File: src/rtl/fetch_queue_unit_if.sv
// Fetch-stage bus bundle: instruction-memory request channel, redirect from
// execute, and the decode-side instruction stream.
//   master : the fetch unit (drives imem_req/imem_addr and the inst_* stream)
//   slave  : the environment (memory, execute, decode)
interface fetch_queue_unit_if;
    logic        imem_req;
    logic [31:0] imem_addr;
    logic        imem_ready;
    logic [31:0] imem_data;
    logic        redirect;
    logic [31:0] redirect_pc;
    logic        inst_valid;
    logic [31:0] inst_data;
    logic [31:0] inst_pc;
    logic        inst_ready;

    modport master (
        output imem_req, imem_addr, inst_valid, inst_data, inst_pc,
        input  imem_ready, imem_data, redirect, redirect_pc, inst_ready
    );

    modport slave (
        input  imem_req, imem_addr, inst_valid, inst_data, inst_pc,
        output imem_ready, imem_data, redirect, redirect_pc, inst_ready
    );
endinterface

File: src/rtl/fetch_queue_unit.sv
// Instruction fetch stage with a prefetch FIFO.
// Owns the PC, issues word reads to instruction memory (same-cycle response on
// imem_ready), buffers {pc, instruction} pairs and hands them to decode with a
// valid/ready handshake. A redirect flushes the queue and restarts fetch.
// Ports:
//   CLK, Reset : clock, synchronous active-high reset
//   startPC    : fetch PC loaded on reset
//   bus        : fetch_queue_unit_if.master (imem_*, redirect*, inst_*)
// Optional feature (macro FETCH_PERF_EN): saturating counters perf_fetched,
// perf_flushes and perf_stall_cycles.
module fetch_queue_unit #(
    parameter int unsigned DEPTH = 4,
    parameter int unsigned PTR_W = 2
) (
    input  logic                      CLK,
    input  logic                      Reset,
    input  logic [31:0]               startPC,
    fetch_queue_unit_if.master        bus
`ifdef FETCH_PERF_EN
    ,
    output logic [31:0]               perf_fetched,
    output logic [15:0]               perf_flushes,
    output logic [31:0]               perf_stall_cycles
`endif
);

    typedef enum logic [0:0] {StFetch, StStall} state_e;

    localparam logic [PTR_W:0] CntFull = (PTR_W + 1)'(DEPTH);

    state_e           state_q, state_d;
    logic [31:0]      fetch_pc_q, fetch_pc_d;
    logic [PTR_W-1:0] rd_ptr_q, rd_ptr_d;
    logic [PTR_W-1:0] wr_ptr_q, wr_ptr_d;
    logic [PTR_W:0]   count_q, count_d;
    logic [31:0]      buf_data_q [DEPTH];
    logic [31:0]      buf_pc_q   [DEPTH];
    logic             push, pop;

    assign bus.imem_req   = (state_q == StFetch) && (count_q < CntFull) && !Reset;
    assign bus.imem_addr  = fetch_pc_q;
    assign bus.inst_valid = (count_q != '0) && !Reset;
    // Head is forced to zero when empty so reset shows clean outputs.
    assign bus.inst_data  = bus.inst_valid ? buf_data_q[rd_ptr_q] : '0;
    assign bus.inst_pc    = bus.inst_valid ? buf_pc_q[rd_ptr_q]   : '0;

    // A redirect discards both the same-cycle response and the same-cycle pop.
    assign push = bus.imem_req && bus.imem_ready && !bus.redirect;
    assign pop  = bus.inst_valid && bus.inst_ready && !bus.redirect;

    always_comb begin
        state_d    = state_q;
        fetch_pc_d = fetch_pc_q;
        rd_ptr_d   = rd_ptr_q;
        wr_ptr_d   = wr_ptr_q;
        count_d    = count_q;
        if (bus.redirect) begin
            state_d    = StFetch;
            fetch_pc_d = {bus.redirect_pc[31:2], 2'b00};
            rd_ptr_d   = '0;
            wr_ptr_d   = '0;
            count_d    = '0;
        end else begin
            if (push) begin
                wr_ptr_d   = wr_ptr_q + 1'b1;
                fetch_pc_d = fetch_pc_q + 32'd4;
            end
            if (pop) begin
                rd_ptr_d = rd_ptr_q + 1'b1;
            end
            if (push && !pop) begin
                count_d = count_q + 1'b1;
            end else if (pop && !push) begin
                count_d = count_q - 1'b1;
            end
            unique case (state_q)
                StFetch: if (push && !pop && count_q == CntFull - 1'b1) state_d = StStall;
                StStall: if (pop) state_d = StFetch;
                default: state_d = StFetch;
            endcase
        end
    end

    always_ff @(posedge CLK) begin
        if (Reset) begin
            state_q    <= StFetch;
            fetch_pc_q <= {startPC[31:2], 2'b00};
            rd_ptr_q   <= '0;
            wr_ptr_q   <= '0;
            count_q    <= '0;
        end else begin
            state_q    <= state_d;
            fetch_pc_q <= fetch_pc_d;
            rd_ptr_q   <= rd_ptr_d;
            wr_ptr_q   <= wr_ptr_d;
            count_q    <= count_d;
        end
    end

    // Storage needs no reset: contents are only visible through count_q.
    always_ff @(posedge CLK) begin
        if (push) begin
            buf_data_q[wr_ptr_q] <= bus.imem_data;
            buf_pc_q[wr_ptr_q]   <= fetch_pc_q;
        end
    end

`ifdef FETCH_PERF_EN
    logic [31:0] perf_fetched_q;
    logic [15:0] perf_flushes_q;
    logic [31:0] perf_stall_q;

    always_ff @(posedge CLK) begin
        if (Reset) begin
            perf_fetched_q <= '0;
            perf_flushes_q <= '0;
            perf_stall_q   <= '0;
        end else begin
            if (push && perf_fetched_q != '1) perf_fetched_q <= perf_fetched_q + 1'b1;
            if (bus.redirect && perf_flushes_q != '1) perf_flushes_q <= perf_flushes_q + 1'b1;
            if (state_q == StStall && perf_stall_q != '1) perf_stall_q <= perf_stall_q + 1'b1;
        end
    end

    assign perf_fetched      = perf_fetched_q;
    assign perf_flushes      = perf_flushes_q;
    assign perf_stall_cycles = perf_stall_q;
`endif

endmodule

File: src/flat_wrapper.sv
// flat-port wrapper written by rule: the top's interface ports become plain ports
module fetch_queue_unit_flat 
#(
    parameter int unsigned DEPTH = 4,
    parameter int unsigned PTR_W = 2
)
  (CLK, Reset, startPC, bus_imem_req, bus_imem_addr, bus_inst_valid, bus_inst_data, bus_inst_pc, bus_imem_ready, bus_imem_data, bus_redirect, bus_redirect_pc, bus_inst_ready);
  fetch_queue_unit_if bus_i ();
  input  logic CLK;
  input  logic Reset;
  input  logic [31:0] startPC;
  output wire logic [$bits(bus_i.imem_req)-1:0] bus_imem_req;
  output wire logic [$bits(bus_i.imem_addr)-1:0] bus_imem_addr;
  output wire logic [$bits(bus_i.inst_valid)-1:0] bus_inst_valid;
  output wire logic [$bits(bus_i.inst_data)-1:0] bus_inst_data;
  output wire logic [$bits(bus_i.inst_pc)-1:0] bus_inst_pc;
  input wire logic [$bits(bus_i.imem_ready)-1:0] bus_imem_ready;
  input wire logic [$bits(bus_i.imem_data)-1:0] bus_imem_data;
  input wire logic [$bits(bus_i.redirect)-1:0] bus_redirect;
  input wire logic [$bits(bus_i.redirect_pc)-1:0] bus_redirect_pc;
  input wire logic [$bits(bus_i.inst_ready)-1:0] bus_inst_ready;
  assign bus_imem_req = bus_i.imem_req;
  assign bus_imem_addr = bus_i.imem_addr;
  assign bus_inst_valid = bus_i.inst_valid;
  assign bus_inst_data = bus_i.inst_data;
  assign bus_inst_pc = bus_i.inst_pc;
  assign bus_i.imem_ready = bus_imem_ready;
  assign bus_i.imem_data = bus_imem_data;
  assign bus_i.redirect = bus_redirect;
  assign bus_i.redirect_pc = bus_redirect_pc;
  assign bus_i.inst_ready = bus_inst_ready;
  fetch_queue_unit #(.DEPTH(DEPTH), .PTR_W(PTR_W)) u_core (.CLK(CLK), .Reset(Reset), .startPC(startPC), .bus(bus_i));
endmodule
File: config.mk
export PLATFORM = sky130hd
export DESIGN_NAME = fetch_queue_unit_flat
export DESIGN_NICKNAME = d
export VERILOG_FILES = /design/src/rtl/fetch_queue_unit_if.sv /design/src/rtl/fetch_queue_unit.sv /design/src/flat_wrapper.sv
export SDC_FILE = /design/constraint.sdc
export NUM_CORES = 1
export LEC_CHECK = 0
export BUFFER_PORTS_ARGS = -buffer_cell sky130_fd_sc_hd__buf_2
export CORE_MARGIN = 2
export CORE_UTILIZATION = 55
export CTS_CLUSTER_SIZE = 40
export DETAILED_ROUTE_END_ITERATION = 16
export GPL_TIMING_DRIVEN = 0
export PLACE_DENSITY = 0.85
export SYNTH_ARGS = -nofsm -noshare
export SYNTH_HDL_FRONTEND = slang
export SYNTH_SLANG_ARGS = --single-unit
File: constraint.sdc
create_clock -name CLK -period 3.9 [get_ports CLK]
set_input_delay 0.78 -clock CLK [delete_from_list [all_inputs] [get_ports CLK]]
set_output_delay 0.78 -clock CLK [all_outputs]
set_load 0.02 [all_outputs]
==> out/metrics.csv <==
stage,metric,value,unit
clock_tree,h-tree-depth,1,
logic_synthesis,syn_area,0.01194,mm2
sta,slew_viol_final,0,
logic_synthesis,synth_cells,670,
clock_tree,cts_hold_buf,0,
critical_path,required,3.12,ns
grt,grtUsageTotal,22.48,%
critical_path,crit_path_top_delay_cell,mux4_2,
die,row_count,53,
grt,grt_max_degree,46,
detailed_routing,drc,0,
logic_synthesis,yosysUniqueCellTypes,48,
critical_path,cp-end-kind,output port,
clock_tree,cts_resized,0,
detailed_routing,drt-pass1-iter-count,5,
detailed_routing,wl_per_cell,21.25,um
grt,overflow,0,
clock_tree,insertion_delay,0.53,ns
logic_synthesis,synthTopCellsByCount,"edfxtp_1, and3_1, mux4_2, clkbuf_1, nand2_1",
finish,nets,1006,
die,die_w,151.3,um
die,die_area,0.02290,mm2
sta,fmax,288.3,MHz
sta,finalCritPeriodShare,88.93,%
die,initial_utilization,56.44,%
sta,timing.hold.ws,0.4664,ns
logic_synthesis,ys_seq_elements,288,
die,fp.dieH,151.3,um
logic_synthesis,syn_area_per_cell,17.82,um2
sta,relSlewSlack,28.88,%
logic_synthesis,ys_seq_area_share,71.59,%
critical_path,path_cells,"clkbuf_1, buf_2, mux4_2, and3_1, buf_2",
finish,fill_cells,1408,
hold_path,hold_class,in2reg,
logic_synthesis,synth_area_leaders,"edfxtp_1, mux4_2, and3_1",
logic_synthesis,yosysWarnings,0,
clock_tree,root_buffer,clkbuf_16,
place,post-place-ws,0.4957,ns
clock_tree,cts.sinks,288,
power_and_ir_drop,power.density,470.2,mW/mm2
detailed_routing,ant_nets,0,
place,hpwlAfterDp,16.84,mm
grt,grt_pass1_vias,6898,
detailed_routing,wl,25.39,mm
critical_path,cp_max_fo,10,
clock_tree,cts_made_buffers,29,
power_and_ir_drop,p_leak,0.005321,uW
sta,tightest_slew,1.067,ns
sta,grt_setup_unrepaired,false,
sta,tns,0,ns
job,max-cap-violations,0,
power_and_ir_drop,ir_worst_vdd,0.3663,mV
critical_path,crit_type,reg2out,
logic_synthesis,synth_edf_count,278,
finish,drive_above_1_share,35.87,%
finish,area_delta_synth_final,19.97,%
clock_tree,clk_path_buf_depth,3,
logic_synthesis,synth.most_common_cell,edfxtp_1,
detailed_routing,avgViaCountPerCell,5.779,
place,numPortBuffers,190,
critical_path,arrival,2.69,ns
grt,antenna_found_initial,0,
clock_tree,cts.clk_slew.worst_paths,0.06,ns
sta,fin_skew,0.006709,ns
critical_path,path_common_cell,buf_2,
detailed_routing,first_iter_violations,455,
die,ioPinCount,199,
finish,diodes,0,
sta,fin_crit,3.468,ns
critical_path,start_kind,register,
logic_synthesis,synth_ff_type,edfxtp_1,
clock_tree,cts_tree,built,
logic_synthesis,synth_top_area_cell,edfxtp_1,
sta,finalWorstSetupSlack,0.4318,ns
detailed_routing,via_count,6906,
finish,final_core_util,67.72,%
logic_synthesis,synth-async-reset-ratio,0,%
logic_synthesis,yosysTopAreaCellShare,69.92,%
place,place_congestion,0.8117,
sta,setup_violations,0,
sta,hold_viol_final,0,
run_status,status,"complete, no violations",
critical_path,slowest_delay,0.60,ns
grt,grt_pass1_wl,38.71,mm
clock_tree,postCtsSetupBuffers,0,
die,core_area,0.02115,mm2
-- layout make-up --
type	count	area, um2	area share, %
Multi-Input combinational cell	332	3187	22.25
Tap cell	275	344.1	2.402
Timing Repair Buffer	194	1061	7.407
Clock inverter	8	90.09	0.6289
Clock buffer	45	865.8	6.044
Inverter	10	37.54	0.2620
Buffer	43	191.4	1.336
Sequential cell	288	8548	59.67
-- per-layer routing --
layer,wire [um],GRT usage (%),vias to the layer above,share of wire (%)
li1,-,-,3150,-
met1,10500,31.50,3432,41
met2,12680,37.74,285,50
met3,1771,3.373,39,7.0
met4,437,5.280,0,1.7
met5,0,0,-,0
-- kinds of logic after synthesis --
group | after synthesis | synth area share [%]
AOI/OAI and AO/OA | 66 | 3.374
buffers and inverters | 53 | 1.918
adders and majority gates | 7 | 0.7964
muxes | 68 | 12.23
and+or+nand+nor | 159 | 8.006
DFF | 288 | 71.59
other | 1 | 0.03141
xor gates and xnor gates | 28 | 2.054
-- placed cells by master, fill, tap and decap left out, drive strengths merged, types with 11 or more instances in the layout --
cell type	instances
nand3	11
buf	207
clkbuf	75
a22oi	11
edfxtp	278
nor2	20
and3	67
o21ai	24
a21oi	13
xnor2	13
xor2	15
mux4	62
nand2	23
-- registers in the layout, summed over array words and instances (netlist names), named ones only --
register and flops:
u_core.bus.imem_addr 30, u_core.rd_ptr_q 2, u_core.wr_ptr_q 2, u_core.count_q 3
u_core.state_q 1, u_core.buf_pc_q 120, u_core.buf_data_q 128
-- metrics by stage --
step,total power (uW),cell area (um2),std cells
3_5_place_dp,4075,13370,1142
2_1_floorplan,3862,11950,673
5_1_grt,6948,14330,1195
4_1_cts,6776,14330,1195
6_report,6735,14330,1195
3_3_place_gp,4055,13250,1138
-- power breakdown --
group	switching, uW	internal, uW
registers	101	3490
clock network	1070	1650
logic	256	165
total	1430	5300
-- final timing paths --
| kind | startpoint | to | slack, ns | depth (start not counted) |
|---|---|---|---|---|
| max | register | bus_inst_data[11] | 0.43 | 5 |
| min | bus_imem_data[1] | u_core.buf_data_q[1][1] | 0.47 | 1 |
| max reg2reg | u_core.count_q[2] | u_core.count_q[2] | 1.33 | 7 |
| min reg2reg | u_core.rd_ptr_q[1] | u_core.rd_ptr_q[1] | 0.56 | 2 |
-- worst max-delay path, delay by kind of cell (launching register included) --
family                 cells  cell delay (ns)
buffers and inverters      3             1.05
muxes                      1             0.60
and+or+nand+nor            1             0.20
DFF                        1             0.31
No activity file was read; power rests on OpenSTA's default activity.
